<file path="src/rtl/freq_pkg.sv">
// Shared types and constants for the frequency-counter measurement sequencer.
package freq_pkg;

  typedef enum logic [1:0] {
    COUNT,
    TENS,
    UNITS,
    LOAD
  } freq_state_t;

  localparam int BCD_MAX     = 99;
  localparam int DIGIT_STEP  = 10;
  localparam int SYNC_STAGES = 2;

endpackage

</file>
<file path="src/rtl/edge_detect.sv">
// Multi-flop synchroniser for an asynchronous input followed by a history
// flop; emits a one-cycle pulse on each synchronised rising edge.
module edge_detect
  import freq_pkg::*;
#(
  parameter int STAGES = SYNC_STAGES
) (
  input  logic clk,
  input  logic reset,
  input  logic sig_in,
  output logic rise
);

  logic [STAGES-1:0] sync_q, sync_d;
  logic              hist_q, hist_d;

  always_comb begin
    sync_d = {sync_q[STAGES-2:0], sig_in};
    hist_d = sync_q[STAGES-1];
  end

  // NOTE: flops use non-blocking assignments so every stage samples the
  // pre-edge value of its neighbour; blocking here would collapse the chain.
  always_ff @(posedge clk or posedge reset) begin
    if (reset) begin
      sync_q <= '0;
      hist_q <= 1'b0;
    end else begin
      sync_q <= sync_d;
      hist_q <= hist_d;
    end
  end

  assign rise = sync_q[STAGES-1] & ~hist_q;

endmodule

</file>
<file path="src/rtl/freq_gate_ctrl.sv">
// Gate-window edge counter with sequential BCD conversion; strobes load when
// the tens/units digit registers hold a fresh measurement.
module freq_gate_ctrl
  import freq_pkg::*;
#(
  parameter int PERIOD_W = 12,
  parameter int COUNT_W  = 7
) (
  input  logic                clk,
  input  logic                reset,
  input  logic                signal,
  input  logic [PERIOD_W-1:0] update_period,
  output logic [3:0]          tens,
  output logic [3:0]          units,
  output logic                load,
  output logic                overflow,
  output logic                busy
);

  localparam int               REM_W     = 7;
  localparam logic [COUNT_W-1:0] COUNT_SAT = '1;

  freq_state_t         state_q, state_d;
  logic [PERIOD_W-1:0] timer_q, timer_d;
  logic [COUNT_W-1:0]  count_q, count_d;
  logic [REM_W-1:0]    rem_q, rem_d;
  logic [3:0]          tens_acc_q, tens_acc_d;
  logic                ovf_next_q, ovf_next_d;
  logic [3:0]          tens_q, tens_d;
  logic [3:0]          units_q, units_d;
  logic                overflow_q, overflow_d;

  logic                sig_rise;
  logic [PERIOD_W-1:0] timer_eff;
  logic [COUNT_W-1:0]  count_inc;

  edge_detect #(
    .STAGES(SYNC_STAGES)
  ) u_edge_detect (
    .clk   (clk),
    .reset (reset),
    .sig_in(signal),
    .rise  (sig_rise)
  );

  // NOTE: every signal written here gets a default first, so no path through
  // the case statement can leave one unassigned and infer a latch.
  always_comb begin
    state_d    = state_q;
    timer_d    = timer_q;
    count_d    = count_q;
    rem_d      = rem_q;
    tens_acc_d = tens_acc_q;
    ovf_next_d = ovf_next_q;
    tens_d     = tens_q;
    units_d    = units_q;
    overflow_d = overflow_q;

    // A zero timer marks the first gate cycle: update_period is sampled here.
    timer_eff = (timer_q != '0) ? timer_q
              : ((update_period != '0) ? update_period : PERIOD_W'(1));
    count_inc = (sig_rise && (count_q != COUNT_SAT)) ? count_q + COUNT_W'(1) : count_q;

    unique case (state_q)
      COUNT: begin
        count_d = count_inc;
        if (timer_eff == PERIOD_W'(1)) begin
          state_d    = TENS;
          timer_d    = '0;
          count_d    = '0;
          tens_acc_d = '0;
          if (count_inc > COUNT_W'(BCD_MAX)) begin
            rem_d      = REM_W'(BCD_MAX);
            ovf_next_d = 1'b1;
          end else begin
            rem_d      = REM_W'(count_inc);
            ovf_next_d = 1'b0;
          end
        end else begin
          timer_d = timer_eff - PERIOD_W'(1);
        end
      end
      TENS: begin
        if (rem_q >= REM_W'(DIGIT_STEP)) begin
          rem_d      = rem_q - REM_W'(DIGIT_STEP);
          tens_acc_d = tens_acc_q + 4'd1;
        end else begin
          state_d = UNITS;
        end
      end
      UNITS: begin
        tens_d     = tens_acc_q;
        units_d    = rem_q[3:0];
        overflow_d = ovf_next_q;
        state_d    = LOAD;
      end
      LOAD: begin
        state_d = COUNT;
      end
      default: begin
        state_d = COUNT;
      end
    endcase
  end

  always_ff @(posedge clk or posedge reset) begin
    if (reset) begin
      state_q    <= COUNT;
      timer_q    <= '0;
      count_q    <= '0;
      rem_q      <= '0;
      tens_acc_q <= '0;
      ovf_next_q <= 1'b0;
      tens_q     <= '0;
      units_q    <= '0;
      overflow_q <= 1'b0;
    end else begin
      state_q    <= state_d;
      timer_q    <= timer_d;
      count_q    <= count_d;
      rem_q      <= rem_d;
      tens_acc_q <= tens_acc_d;
      ovf_next_q <= ovf_next_d;
      tens_q     <= tens_d;
      units_q    <= units_d;
      overflow_q <= overflow_d;
    end
  end

  assign tens     = tens_q;
  assign units    = units_q;
  assign overflow = overflow_q;
  assign load     = (state_q == LOAD);
  assign busy     = (state_q != COUNT);

endmodule
</file>
<file path="config.mk">
export PLATFORM = sky130hd
export DESIGN_NAME = freq_gate_ctrl
export DESIGN_NICKNAME = d
export VERILOG_FILES = /design/src/rtl/freq_pkg.sv /design/src/rtl/edge_detect.sv /design/src/rtl/freq_gate_ctrl.sv
export SDC_FILE = /design/constraint.sdc
export NUM_CORES = 1
export LEC_CHECK = 0
export BUFFER_PORTS_ARGS = -buffer_cell sky130_fd_sc_hd__buf_2
export CAP_MARGIN = 20
export CORE_ASPECT_RATIO = 1.4
export CORE_MARGIN = 1.5
export CORE_UTILIZATION = 64
export CTS_CLUSTER_SIZE = 10
export DETAILED_ROUTE_END_ITERATION = 10
export PLACE_DENSITY = 0.85
export RECOVER_POWER = 100
export SETUP_SLACK_MARGIN = 0.15
export SYNTH_ARGS = -nofsm -noshare
export SYNTH_HDL_FRONTEND = slang
export SYNTH_SLANG_ARGS = --single-unit
</file>
<file path="constraint.sdc">
create_clock -name clk -period 5.28 [get_ports clk]
set_input_delay 0.264 -clock clk [delete_from_list [all_inputs] [get_ports clk]]
set_output_delay 0.264 -clock clk [all_outputs]
set_load 0.02 [all_outputs]
</file>
==> results.toml <==
[run_status]
failed_checks = "capacitance limit, slew limit"
status = "complete, but fails checks"

[sta]
fmax_mhz = 314
hold_viol = 0
maxSlewHeadroom = -0.120
setup_viol = 0
maxSlewViolCount = 46
final_min_period_over_clock_period = 0.604
finalSetupTns_ps = 0
worst_pin_slew_ps = 1680
rsz0062_at_grt = "false"
period_needed_ps = 3190
finClkSkew_ps = 3.25

[routing]
via_per_inst = 6.29
drtIter0Drc = 102
vias = 2505
wl_per_cell_microns = 15.7
wirelength_microns = 6260
route.detailed.drc = 0
drtAntennaViolNets = 0
dr.pass1.iters = 4

[synthesis]
synth_xor_area_frac = 0.00926
synth_flop_cell = "dfrtp_1"
muxShareOfSynthArea = 0.0578
async_flop_share = 1.00
syn_area_sq_mm = 0.00284
synth-seq-cells = 45
yosys.area_share.simple = 0.234
synth_compound_area_frac = 0.217
syn_area_per_cell_sq_um = 8.89
synthAdderAreaFrac = 0.0397
yosysUniqueCellTypes = 60
syn_inst = 319
synth-edff-count = 0
synth_top_family_by_area = "simple AND/OR/NAND/NOR gates"
yosysSeqAreaShare = 0.397
yosys_warnings = 0
synth_nets = 343

[worst_hold_path]
hp-class = "input pin to flip-flop"

[clock_tree]
post-cts-setup-buffers = 0
clkTransAtPathRegs_ps = 80
post_cts_resized = 0
clock_latency_ps = 290
cts_tree = "done"
cts_sinks = 45
cts_made_buffers = 5
cts_buffer_depth = 2
clockRootBuffer = "clkbuf_8"
postCtsHoldBufs = 0
cts_htree_levels = 2

[grt]
grt.total_usage = 0.283
grt_start_max_net_pins = 46
busiest_layer = "met2"
met2_usage = 0.476
overflow = 0
antenna_found_initial = 0
use_met3 = 0.0520
grt_pass1_vias = 2324
grt.met1_usage = 0.354
grt_pass1_wl_microns = 10600

[critical_path]
end_kind = "flip-flop"
cp_max_fo = 18
path_cells = "or4_1, nor4_4, a21oi_1, ha_1, nand2b_1, nor4_1, o21ai_4, or4_2, a21oi_1, o22a_1"
critPathRequiredTime_ps = 5470
critPathKind = "flip-flop to flip-flop"
startpoint_type = "flip-flop"
crit_arrival_ps = 3380
slowest_delay_ps = 820
cpMostUsedCell = "a21oi_1"
slowest_stage = "nor4_4"

[pwr]
p_leak_nw = 1.26
ir_drop_mv = 0.279
power_density_mw_per_mm2 = 508
power_mw = 1.55

[floorplan]
start_util = 0.669
dieArea_sq_mm = 0.00485
core.rowCount = 28
core_area_sq_mm = 0.00424
fp.dieW_microns = 59.3
fp.dieH_microns = 81.8
boundaryPins = 26

[finish]
stdcell_count = 398
multi_input_area_sq_mm = 0.00158
final_cell_mix = "dfrtp_1, nand2_1, nor2_1"
final_common_cell = "dfrtp_1"
area.sequential_sq_mm = 0.00113
fillers = 347
drive_gt1_frac = 0.124
fin_nets = 361
diodes = 0
area_delta_synth_final_pct = 7.23

[run]
maxCapViolations = 1

[place]
io_buffers = 25
post-place-cells = 389
globalplace.congestion = 0.885
hpwl_microns = 4500
[worst max-delay path: cells and delay by family (launching register included)]
kind            cells  cell delay (ps)
compound gates      4              510
fa+ha+maj           1              270
simple gates        5             1820
flops               1              460
[final timing paths]
kind	startpoint	to	slack (ps)	depth (start not counted)
setup / recovery	timer_q[6]	timer_q[8]	2090	10
hold / removal	signal	u_edge_detect.sync_q[0]	70	1
setup reg to reg	timer_q[6]	timer_q[8]	2090	10
hold reg to reg	u_edge_detect.sync_q[0]	u_edge_detect.sync_q[1]	360	0
max in group asynchronous	reset	count_q[1]	3820	2
min in group asynchronous	reset	timer_q[7]	470	2
[logic make-up after synthesis]
family | after synthesis
AND/OR/NAND/NOR | 126
buffers and inverters | 32
flip-flops | 45
AO/OA/AOI/OAI | 89
XOR/XNOR | 3
adder cells (fa/ha/maj) | 9
multiplexers | 15
[registers in the layout, indices dropped and copies added (netlist names)]
signal and cells:
timer_q 12, count_q 7, rem_q 7, tens 4
tens_acc_q 4, units 4, state_q 2, u_edge_detect.sync_q 2
overflow 1, ovf_next_q 1, u_edge_detect.hist_q 1
[per-stage QoR]
step	setup slack (ps)	util	area [sq um]	hold WS, ps
floorplan	2530	-	2840	295
global placement	2240	0.702	2980	334
detailed placement	2190	0.702	2980	340
CTS	2170	0.722	3060	64.2
global route	1920	0.718	3040	49.7
finish	2090	0.718	3040	66.8
[routing by layer]
layer / wire length [microns] / vias to the layer above
met1: 2730 / 1186
met4: 82 / 0
met5: 0 / -
li1: - / 1233
met2: 3190 / 76
met3: 257 / 10
[synthesized netlist by cell type (5+ instances only)]
library cell / n / area [sq um]
or4_1: 5 / 37.5
buf_2: 5 / 25.0
and3_1: 5 / 31.3
nor2_1: 28 / 105
dfrtp_1: 45 / 1130
nand2_1: 28 / 105
clkbuf_1: 11 / 41.3
mux2_2: 11 / 124
nor4_1: 10 / 62.6
o22ai_1: 5 / 31.3
ha_1: 9 / 113
o21ai_0: 14 / 70.1
a21oi_1: 25 / 125
nor3_1: 15 / 75.1
inv_1: 15 / 56.3
nand3_1: 10 / 50.1
[layout make-up]
type,count,area share
Tap cell,60,0.0247
Clock inverter,2,0.00329
Sequential cell,45,0.370
Clock buffer,6,0.0239
Inverter,15,0.0185
Multi-Input combinational cell,242,0.518
Timing Repair Buffer,28,0.0415
[power by group]
group	internal, mW	total (mW)	switching, mW
clock network	0.0920	0.210	0.118
logic	0.285	0.723	0.439
registers	0.470	0.612	0.142
total	0.846	1.55	0.699
No activity file was read; power rests on OpenSTA's default activity.
